### src/rtl/ram_wb_bridge.sv
// Serialises 32-bit Wishbone accesses into byte operations on the shared RAM port; the CPU has priority.
// Ack comes 3N+1 cycles after acceptance (N live lanes); a CPU holding cpu_req parks the bridge in PEND.
module ram_wb_bridge #(
  parameter logic [31:0] BASE_ADDR = 32'h3000_0000,
  parameter logic [31:0] ADDR_MASK = 32'hFFFF_0000,
  parameter int unsigned RAM_BYTES = 4096
) (
  input  logic        wb_clk_i,
  input  logic        rst_n,
  input  logic        wbs_cyc_i,
  input  logic        wbs_stb_i,
  input  logic        wbs_we_i,
  input  logic [3:0]  wbs_sel_i,
  input  logic [31:0] wbs_adr_i,
  input  logic [31:0] wbs_dat_i,
  output logic        wbs_ack_o,
  output logic [31:0] wbs_dat_o,
  input  logic        cpu_req,
  input  logic [15:0] cpu_addr,
  input  logic [7:0]  cpu_dout,
  input  logic        cpu_WEb,
  input  logic        cpu_ram_en,
  output logic [7:0]  cpu_din,
  output logic        cpu_hold,
  output logic [15:0] requested_addr,
  output logic [7:0]  bus_in,
  output logic        WEb_ram,
  output logic        ram_enabled,
  input  logic [7:0]  bus_out
);

  typedef enum logic [2:0] {
    ST_IDLE,
    ST_PEND,
    ST_BYTE_A,
    ST_BYTE_B,
    ST_ACK
  } state_t;

  localparam logic [16:0] RAM_LIMIT = 17'(RAM_BYTES);

  state_t      r_state;
  state_t      w_state_nxt;
  logic [13:0] r_adr;
  logic [3:0]  r_pend;
  logic [31:0] r_dat;
  logic        r_we;
  logic [31:0] r_rdat;

  logic        w_hit;
  logic        w_in_range;
  logic [1:0]  w_lane;
  logic [7:0]  w_wr_byte;
  logic        w_own;

  assign w_hit      = wbs_cyc_i & wbs_stb_i & ((wbs_adr_i & ADDR_MASK) == BASE_ADDR);
  // Range check looks only at the offset bits, never the full bus address.
  assign w_in_range = ({1'b0, wbs_adr_i[15:0]} < RAM_LIMIT);
  assign w_wr_byte  = r_dat[{w_lane, 3'b000} +: 8];
  assign w_own      = (r_state == ST_BYTE_A) || (r_state == ST_BYTE_B);

  always_comb begin
    w_lane = 2'd0;
    if (r_pend[0])      w_lane = 2'd0;
    else if (r_pend[1]) w_lane = 2'd1;
    else if (r_pend[2]) w_lane = 2'd2;
    else if (r_pend[3]) w_lane = 2'd3;
  end

  always_comb begin
    w_state_nxt = r_state;
    case (r_state)
      ST_IDLE:   if (w_hit) w_state_nxt = ST_PEND;
      ST_PEND: begin
        if (r_pend == 4'b0000) w_state_nxt = ST_ACK;
        else if (!cpu_req)     w_state_nxt = ST_BYTE_A;
      end
      ST_BYTE_A: w_state_nxt = ST_BYTE_B;
      ST_BYTE_B: w_state_nxt = ST_PEND;
      ST_ACK:    w_state_nxt = ST_IDLE;
      default:   w_state_nxt = ST_IDLE;
    endcase
  end

  always_ff @(posedge wb_clk_i or negedge rst_n) begin
    if (!rst_n) begin
      r_state <= ST_IDLE;
      r_adr   <= '0;
      r_pend  <= '0;
      r_dat   <= '0;
      r_we    <= 1'b0;
      r_rdat  <= '0;
    end else begin
      r_state <= w_state_nxt;
      case (r_state)
        ST_IDLE: begin
          if (w_hit) begin
            r_adr  <= wbs_adr_i[15:2];
            r_pend <= w_in_range ? wbs_sel_i : 4'b0000;
            r_dat  <= wbs_dat_i;
            r_we   <= wbs_we_i;
            r_rdat <= '0;
          end
        end
        ST_BYTE_B: begin
          r_pend[w_lane] <= 1'b0;
          if (!r_we) r_rdat[{w_lane, 3'b000} +: 8] <= bus_out;
        end
        default: ;
      endcase
    end
  end

  // Write strobe is only ever asserted in the second half of a byte pair.
  always_comb begin
    requested_addr = cpu_addr;
    bus_in         = cpu_dout;
    WEb_ram        = cpu_WEb;
    ram_enabled    = cpu_ram_en;
    cpu_hold       = 1'b0;
    if (w_own) begin
      requested_addr = {r_adr, w_lane};
      bus_in         = w_wr_byte;
      WEb_ram        = (r_state == ST_BYTE_B) ? ~r_we : 1'b1;
      ram_enabled    = 1'b1;
      cpu_hold       = 1'b1;
    end
  end

  assign wbs_ack_o = (r_state == ST_ACK);
  assign wbs_dat_o = r_rdat;
  assign cpu_din   = bus_out;

endmodule

### config.mk
export PLATFORM = sky130hd
export DESIGN_NAME = ram_wb_bridge
export DESIGN_NICKNAME = d
export VERILOG_FILES = /design/src/rtl/ram_wb_bridge.sv
export SDC_FILE = /design/constraint.sdc
export NUM_CORES = 1
export LEC_CHECK = 0
export BUFFER_PORTS_ARGS = -buffer_cell sky130_fd_sc_hd__buf_2
export CAP_MARGIN = 20
export CORE_MARGIN = 1
export CORE_UTILIZATION = 49
export CTS_CLUSTER_DIAMETER = 100
export DETAILED_ROUTE_END_ITERATION = 12
export PLACE_DENSITY = 0.9
export SLEW_MARGIN = 20
export SYNTH_ARGS = -nofsm -noshare
export SYNTH_HDL_FRONTEND = slang
export SYNTH_SLANG_ARGS = --single-unit
### constraint.sdc
create_clock -name wb_clk_i -period 2.95 [get_ports wb_clk_i]
set_input_delay 0.59 -clock wb_clk_i [delete_from_list [all_inputs] [get_ports wb_clk_i]]
set_output_delay 0.59 -clock wb_clk_i [all_outputs]
set_load 0.03 [all_outputs]
==> flow_summary.ini, run 1 <==
[sta]
drv_slew = 0
rsz0062_at_grt = false
fin_crit_sh_pct = 95.5
hold_viol = 0
setup_ws_ns = 0.133
tightest_slew_ns = 0.822
setup_viol = 0
finClkSkew_ns = 0.0109
max_freq_mhz = 355
finalCriticalPeriod_ns = 2.82
relSlewSlack_pct = 45.0
setup_tns_ns = 0

[finish]
syn_to_final_growth_pct = 26.7
antenna-diode-count = 0
final_cell_mix = 172 x buf_2, 106 x nand2_1, 86 x dfrtp_1, 34 x inv_1, 34 x mux2_2
drive_gt1_share_pct = 43.9
layout_commonest_cell = buf_2
nNetsFinal = 684
final_area_um2 = 5540

[cts]
clk_pin_slew_worst_paths_ns = 0.09
cts_sinks = 86
clockBufferDepth = 2
cts_tree = done
root_buffer = clkbuf_8
cts_made_buffers = 9
clock_latency_ns = 0.36
ctsHtreeMaxLevel = 3

[critical_path]
worst-setup-path-type = flip-flop to primary output
crit_end = bus_in[3]
crit_fanout = 8
path_buf_inv = 3
rr_endpoint = wbs_dat_o[5]$_DFFE_PN0P_
crit_path_start_kind = flip-flop
max_stage_delay_ns = 0.52
crit_path_end_kind = primary output
arrival_ns = 2.23
crit_start = r_pend[3]$_DFFE_PN0P_
crit_chain = nor2b_1 > o21ba_4 > inv_2 > buf_12 > mux4_2 > nand2_1 > nand2_1 > buf_2
r2r_slack_ns = 0.49
r2r_start = r_pend[3]$_DFFE_PN0P_
crit_family = multiplexers
slowest_stage = mux4_2
cpMostUsedCell = nand2_1
reg2reg_depth = 9
cp.required_ns = 2.36
crit_cells = 8

[die]
die_w_um = 96.4
ioPinCount = 176
std_cell_rows = 34
dieHeight_um = 96.4
die_area_um2 = 9300
start_util_pct = 50.3
core_um2 = 8680

[placed_design]
placed_area_um2 = 5270
dp_hpwl_um = 7790
gp_congestion = 0.758
place_ws_ns = 0.362
portBuffers = 173

[yosys]
ys_seq_area_share_pct = 49.3
synth_cell_type_count = 42
synth_fp_nets = 515
syn-cell-area_um2 = 4370
ys_seq_elements = 86
synth_cells = 399
synth_ff_type = dfrtp_1
yosysWarnings = 0
async_reset_ff_share_pct = 100
avgSynthCellArea_um2 = 11.0
synth-edff-count = 0

[global_route]
antenna_found_initial = 0
grt_pass1_vias = 3535
grt_max_degree = 87
grt_util_all_layers_pct = 23.3
gr-total-overflow = 0
grt_pass1_wl_um = 16300

[status]
outcome = completed

[detailed_routing]
first_iter_violations = 103
drtPass1Iterations = 5
wl_per_cell_um = 15.4
wl_um = 10500
viasPerCell = 5.16
ant_nets = 0
num_vias = 3508
route.detailed.drc = 0

[power_and_ir_drop]
power.density_nw_per_um2 = 864
ir_drop_v = 0.000307
p_leak_nw = 3.09

[flow_run]
drv_cap = 0

[min_path]
hp-class = input pin to async pin
[through the flow]
step	utilization (%)	total power, W	instances	hold slack, ns
finish	63.8	0.00478	680	0.268
global route	63.8	0.00507	680	0.348
CTS	63.2	0.00469	678	0.445
detailed placement	60.8	0.00382	663	0.476
global placement	60.8	0.00372	663	0.467
floorplan	-	0.00314	399	0.294
[worst min-delay path by stage]
stage | from | endpoint | slack, ns | depth (start not counted)
finish | rst_n | wbs_dat_o[3]$_DFFE_PN0P_ | 0.27 | 1
global placement | r_adr[7]$_DFFE_PN0P_ | r_adr[7]$_DFFE_PN0P_ | 0.47 | 1
floorplan | rst_n | r_adr[0]$_DFFE_PN0P_ | 0.29 | 0
detailed placement | r_adr[0]$_DFFE_PN0P_ | r_adr[0]$_DFFE_PN0P_ | 0.48 | 1
global route | rst_n | wbs_dat_o[19]$_DFFE_PN0P_ | 0.35 | 1
CTS | wbs_adr_i[2] | r_adr[0]$_DFFE_PN0P_ | 0.44 | 2
[worst reg2reg max path, cell delays in order, from the launching register on]
cell and delay, ns:
dfrtp_1 0.40, nor2b_1 0.14, o21ba_4 0.23, inv_2 0.11, clkbuf_16 0.16, buf_4 0.12, ha_1 0.21, nor4b_2 0.70
nand2_1 0.16, mux2i_1 0.17
[metal layers]
| metal | vias up | part of all wire [%] | GRT usage [%] | wire, um |
|---|---|---|---|---|
| met4 | 0 | 3.3 | 12.3 | 343 |
| met2 | 137 | 51 | 40.4 | 5410 |
| met1 | 1686 | 39 | 26.7 | 4120 |
| met5 | - | 0 | 0 | 0 |
| li1 | 1653 | - | - | - |
| met3 | 32 | 6.0 | 5.63 | 632 |
[cell usage after synthesis (2+ instances only)]
| cell | n | share of area, % |
|---|---|---|
| and4_1 | 2 | 0.40 |
| buf_1 | 2 | 0.17 |
| buf_2 | 3 | 0.34 |
| buf_4 | 13 | 2.2 |
| buf_6 | 2 | 0.52 |
| clkbuf_1 | 4 | 0.34 |
| dfrtp_1 | 86 | 49 |
| ha_1 | 8 | 2.3 |
| inv_1 | 35 | 3.0 |
| mux2_1 | 13 | 3.4 |
| mux2_2 | 34 | 8.8 |
| mux2i_1 | 32 | 7.3 |
| mux4_2 | 8 | 4.1 |
| nand2_1 | 106 | 9.1 |
| nand2b_1 | 3 | 0.43 |
| nand3_1 | 4 | 0.46 |
| nor2_1 | 9 | 0.77 |
| nor2b_1 | 2 | 0.29 |
| nor3_1 | 2 | 0.23 |
| nor4_1 | 3 | 0.43 |
| o21ai_0 | 5 | 0.57 |
| o22ai_4 | 3 | 1.4 |
[area by class of cell]
cell class,instances,area (um2)
Sequential cell,86,2150
Timing Repair Buffer,183,990
Tap cell,108,135
Inverter,36,135
Clock inverter,3,42.5
Multi-Input combinational cell,252,1920
Fill cell,697,3140
Clock buffer,12,165
[power by group]
| part | internal (W) | total, W | switching, W |
|---|---|---|---|
| clock network | 0.000455 | 0.000859 | 0.000404 |
| registers | 0.00142 | 0.00157 | 0.000157 |
| logic | 0.000813 | 0.00235 | 0.00154 |
| total | 0.00268 | 0.00478 | 0.00210 |
[registers in the layout, indices dropped and copies added (netlist names)]
name / cells
r_dat: 32
wbs_dat_o: 32
r_adr: 14
r_pend: 4
r_state: 3
r_we: 1
[logic make-up after synthesis]
family          share of synthesized area (%)
compound gates                           3.21
fa+ha+maj                                2.29
buf+inv                                  7.04
flops                                    49.3
mux                                      23.6
simple gates                             14.6
[timing repair]
| item | 4_1_cts | 5_1_grt |
|---|---|---|
| gates resized for setup | 1 | 4 |
| pin swaps | 0 | 0 |
| setup endpoints to repair | 4 | 8 |
| cloned | 0 | 1 |
| buffers inserted | 0 | 1 |
| hold buffers | 0 | 0 |
No activity file was read; power rests on OpenSTA's default activity.
==> run 2: changes to the inputs <==
--- a/config.mk
+++ b/config.mk
@@ -11,7 +11,7 @@
 export CORE_UTILIZATION = 49
 export CTS_CLUSTER_DIAMETER = 100
 export DETAILED_ROUTE_END_ITERATION = 12
-export PLACE_DENSITY = 0.9
+export PLACE_DENSITY = 0.82
 export SLEW_MARGIN = 20
 export SYNTH_ARGS = -nofsm -noshare
 export SYNTH_HDL_FRONTEND = slang
==> flow_summary.ini, run 2 (synthesis results as in run 1) <==
[critical_path]
cpMostUsedCell = nand2_1
crit_fanout = 10
worst-setup-path-type = flip-flop to primary output
crit_path_start_kind = flip-flop
arrival_ns = 2.24
crit_chain = nor2b_1 > o21ba_2 > inv_4 > buf_12 > mux4_2 > nand2_1 > nand2_1 > buf_2
cp.required_ns = 2.36
crit_path_end_kind = primary output
max_stage_delay_ns = 0.52
slowest_stage = mux4_2

[sta]
relSlewSlack_pct = 49.8
finalCriticalPeriod_ns = 2.83
finClkSkew_ns = 0.0147
setup_tns_ns = 0
drv_slew = 0
tightest_slew_ns = 0.751
fin_crit_sh_pct = 96.0
rsz0062_at_grt = false
hold_ws_ns = 0.223
setup_viol = 0
max_freq_mhz = 353
hold_viol = 0

[cts]
clock_latency_ns = 0.35
cts_made_buffers = 9
cts_hold_buf = 0
clockBufferDepth = 2
ctsHtreeMaxLevel = 3
clk_pin_slew_worst_paths_ns = 0.09
root_buffer = clkbuf_8
cts_sinks = 86
cts_tree = done

[detailed_routing]
first_iter_violations = 136
highest_layer = met4
num_vias = 3410
viasPerCell = 5.02
drt-met1-wl_um = 4350
route.detailed.drc = 0
ant_nets = 0
wl_met3_um = 423
wl_per_cell_um = 15.1
drtPass1Iterations = 4
wl_met2_um = 5240
wl_um = 10300

[finish]
drive_gt1_share_pct = 43.6
fillers = 705
multi_input_area_um2 = 1910
layout_commonest_cell = buf_2
syn_to_final_growth_pct = 26.7
final_cell_mix = 172 x buf_2, 106 x nand2_1, 86 x dfrtp_1, 34 x inv_1, 34 x mux2_2
seq_area_um2 = 2150
nNetsFinal = 682
antenna-diode-count = 0

[die]
dieHeight_um = 96.4
start_util_pct = 50.3
std_cell_rows = 34
die_w_um = 96.4
die_area_um2 = 9300
ioPinCount = 176
core_um2 = 8680

[placed_design]
gp_congestion = 0.820
dp_hpwl_um = 7730
portBuffers = 173

[power_and_ir_drop]
p_leak_nw = 3.09
p_clk_share_pct = 20.9
p_sw_w = 0.00207
power.internal_w = 0.00275
power.density_nw_per_um2 = 871
combPwrFrac_pct = 46.5
sequentialPowerShare_pct = 32.6
switching_share_pct = 43.0
ir_drop_v = 0.000550

[global_route]
grt_pass1_vias = 3317
antenna_found_initial = 0
gr-total-overflow = 0
grt_pass1_wl_um = 15800
grt_max_degree = 46
grt_util_all_layers_pct = 22.8

[min_path]
hp-class = input pin to async pin

[status]
outcome = completed

[flow_run]
drv_cap = 0
## run 2: power by group through the flow
stage               Clock (W)  Sequential [W]  Combinational, W
floorplan                   0         0.00197           0.00117
global placement            0         0.00158           0.00215
detailed placement          0         0.00159           0.00221
CTS                   0.00102         0.00157           0.00224
global route          0.00107         0.00160           0.00242
finish                0.00101         0.00157           0.00224
## run 2: worst paths after layout
| kind | to | depth (start not counted) | startpoint | slack, ns |
|---|---|---|---|---|
| max reg2reg | wbs_dat_o[6]$_DFFE_PN0P_ | 8 | r_pend[2]$_DFFE_PN0P_ | 0.62 |
| max in group asynchronous | r_adr[2]$_DFFE_PN0P_ | 2 | rst_n | 2.07 |
| min in group wb_clk_i | r_adr[3]$_DFFE_PN0P_ | 2 | wbs_adr_i[5] | 0.46 |
| max | bus_in[1] | 8 | r_pend[3]$_DFFE_PN0P_ | 0.12 |
| min reg2reg | r_adr[9]$_DFFE_PN0P_ | 1 | r_adr[9]$_DFFE_PN0P_ | 0.50 |
| min | wbs_dat_o[4]$_DFFE_PN0P_ | 1 | rst_n | 0.22 |
## run 2: final cells by class
class / count / share of cell area, %
timing repair buffer: 181 / 17.2
clock buffer: 11 / 2.55
multi-input combinational: 252 / 34.5
inverter: 36 / 2.49
sequential: 86 / 38.9
tap: 108 / 2.44
clock inverter: 5 / 1.92
## run 2: metal layers
layer  vias up  GRT usage (%)
li1       1646              -
met1      1640           27.7
met2       101           40.2
met3        23           4.07
met4         0           8.82
met5         -              0
## run 2: worst max-delay path: cells and delay by family, from the launching register on
kind | cells | cell delay [ns]
AOI/OAI and AO/OA | 1 | 0.27
DFF | 1 | 0.40
muxes | 1 | 0.52
buffers and inverters | 3 | 0.43
and+or+nand+nor | 3 | 0.28
## run 2: metrics by stage
step | cells | instance area, um2 | util [%] | setup slack, ns | total power (W)
floorplan | 399 | 4370 | - | 0.419 | 0.00314
global placement | 663 | 5270 | 60.8 | 0.360 | 0.00372
detailed placement | 663 | 5270 | 60.8 | 0.308 | 0.00380
CTS | 679 | 5530 | 63.7 | 0.0622 | 0.00483
global route | 679 | 5540 | 63.8 | 0.0185 | 0.00510
finish | 679 | 5540 | 63.8 | 0.117 | 0.00482
## run 2: timing repair
item	4_1_cts	5_1_grt
setup buffers	0	0
setup endpoints to repair	8	8
resized for setup	3	2
==> run 3: changes to the inputs <==
--- a/config.mk
+++ b/config.mk
@@ -12,6 +12,7 @@
 export CTS_CLUSTER_DIAMETER = 100
 export DETAILED_ROUTE_END_ITERATION = 12
 export PLACE_DENSITY = 0.82
+export RECOVER_POWER = 100
 export SLEW_MARGIN = 20
 export SYNTH_ARGS = -nofsm -noshare
 export SYNTH_HDL_FRONTEND = slang
==> flow_summary.ini, run 3 (synthesis results as in run 1) <==
[min_path]
hp-start = wbs_adr_i[5]
hp-class = input pin to flip-flop

[power_and_ir_drop]
total_power_w = 0.00471
p_leak_nw = 2.85
power.density_nw_per_um2 = 870
ir_drop_v = 0.000533

[cts]
cts_sinks = 86
cts_setup_buffers = 0
cts_tree = done
ctsHtreeMaxLevel = 3
root_buffer = clkbuf_8
cts_made_buffers = 9
clk_pin_slew_worst_paths_ns = 0.09
clockBufferDepth = 2
clock_latency_ns = 0.35

[sta]
hold_viol = 0
fin_crit_sh_pct = 96.1
drv_slew = 42
hold_ws_ns = 0.461
max_freq_mhz = 353
relSlewSlack_pct = -58.8
rsz0062_at_grt = false
finalCriticalPeriod_ns = 2.83
finClkSkew_ns = 0.0134
setup_tns_ns = 0
tightest_slew_ns = 2.38
setup_viol = 0

[detailed_routing]
num_vias = 3417
wl_per_cell_um = 15.1
ant_nets = 0
first_iter_violations = 117
drtPass1Iterations = 4
route.detailed.drc = 0
wl_um = 10300
viasPerCell = 5.03

[critical_path]
crit_path_start_kind = flip-flop
r2r_start = r_state[0]$_DFFE_PN0P_
crit_path_end_kind = primary output
arrival_ns = 2.24
crit_start = r_pend[3]$_DFFE_PN0P_
worst-setup-path-type = flip-flop to primary output
cp.required_ns = 2.36
crit_fanout = 10

[placed_design]
dp_hpwl_um = 7730
gp_congestion = 0.820
portBuffers = 173
placed_area_um2 = 5270

[status]
violations = max-capacitance violations, max-slew violations
outcome = complete, but fails checks

[finish]
antenna-diode-count = 0
syn_to_final_growth_pct = 23.8
finish.utilization_pct = 62.3
fillers = 744
final_cell_mix = 110 x buf_2, 106 x nand2_1, 86 x dfrtp_1, 62 x clkbuf_1
drive_gt1_share_pct = 32.7
layout_commonest_cell = buf_2
final_area_um2 = 5410
nNetsFinal = 682

[die]
die_area_um2 = 9300
die_w_um = 96.4
ioPinCount = 176
start_util_pct = 50.3
core_um2 = 8680
std_cell_rows = 34
dieHeight_um = 96.4

[global_route]
grt_pass1_vias = 3317
grt_max_degree = 46
gr-total-overflow = 0
grt_util_all_layers_pct = 22.8
antenna_found_initial = 0
grt_pass1_wl_um = 15800

[flow_run]
drv_cap = 1
run 3: cell types whose count changed in the layout (fill, tap and decap cells not counted):
| cell | change |
|---|---|
| o22ai_4 | -3 |
| clkbuf_2 | +7 |
| clkbuf_1 | +61 |
| buf_4 | -6 |
| o22ai_2 | +3 |
| nor3_4 | -1 |
| buf_2 | -62 |
| nor3_1 | +1 |
run 3: report_power, final:
group	internal, W	switching, W	total [W]
clock	0.000588	0.000421	0.00101
combinational	0.000647	0.00148	0.00212
sequential	0.00142	0.000161	0.00158
run 3: final timing paths:
kind / cells after the start / endpoint / slack, ns
max: 8 / bus_in[1] / 0.12
min: 2 / r_adr[3]$_DFFE_PN0P_ / 0.46
max reg2reg: 4 / r_dat[9]$_DFFE_PN0P_ / 0.36
min reg2reg: 1 / r_adr[9]$_DFFE_PN0P_ / 0.50
max in group asynchronous: 1 / r_dat[1]$_DFFE_PN0P_ / 0.62
min in group asynchronous: 1 / wbs_dat_o[4]$_DFFE_PN0P_ / 0.95
run 3: metal layers:
metal  track usage (%)  vias up  wire [um]
li1                  -     1647          -
met4              8.82        0        250
met3              4.07       24        439
met2              40.2      107       5250
met5                 0        -          0
met1              27.7     1639       4330
run 3: area by class of cell:
| type | count | area (um2) | area share, % |
|---|---|---|---|
| Clock buffer | 11 | 141 | 2.61 |
| Sequential cell | 86 | 2150 | 39.8 |
| Inverter | 36 | 138 | 2.54 |
| Timing Repair Buffer | 181 | 862 | 15.9 |
| Clock inverter | 5 | 106 | 1.97 |
| Tap cell | 108 | 135 | 2.50 |
| Multi-Input combinational cell | 252 | 1880 | 34.7 |
run 3: metrics by stage:
| stage | std cells | setup slack (ns) |
|---|---|---|
| 6_report | 679 | 0.116 |
| 5_1_grt | 679 | 0.0114 |
| 4_1_cts | 679 | 0.0622 |
| 3_5_place_dp | 663 | 0.308 |
| 3_3_place_gp | 663 | 0.360 |
| 2_1_floorplan | 399 | 0.419 |
run 3: timing repair:
action,4_1_cts,5_1_grt
gates resized for setup,3,2
setup endpoints to repair,8,8
hold buffers,0,0
pin swaps,0,0
run 3: critical path: stages, from the launching register on:
cell and delay [ns]:
dfrtp_1 0.40, nor2b_1 0.14, o21ba_2 0.27, inv_4 0.11, buf_12 0.15, mux4_2 0.52, nand2_1 0.08, nand2_1 0.06
buf_2 0.17
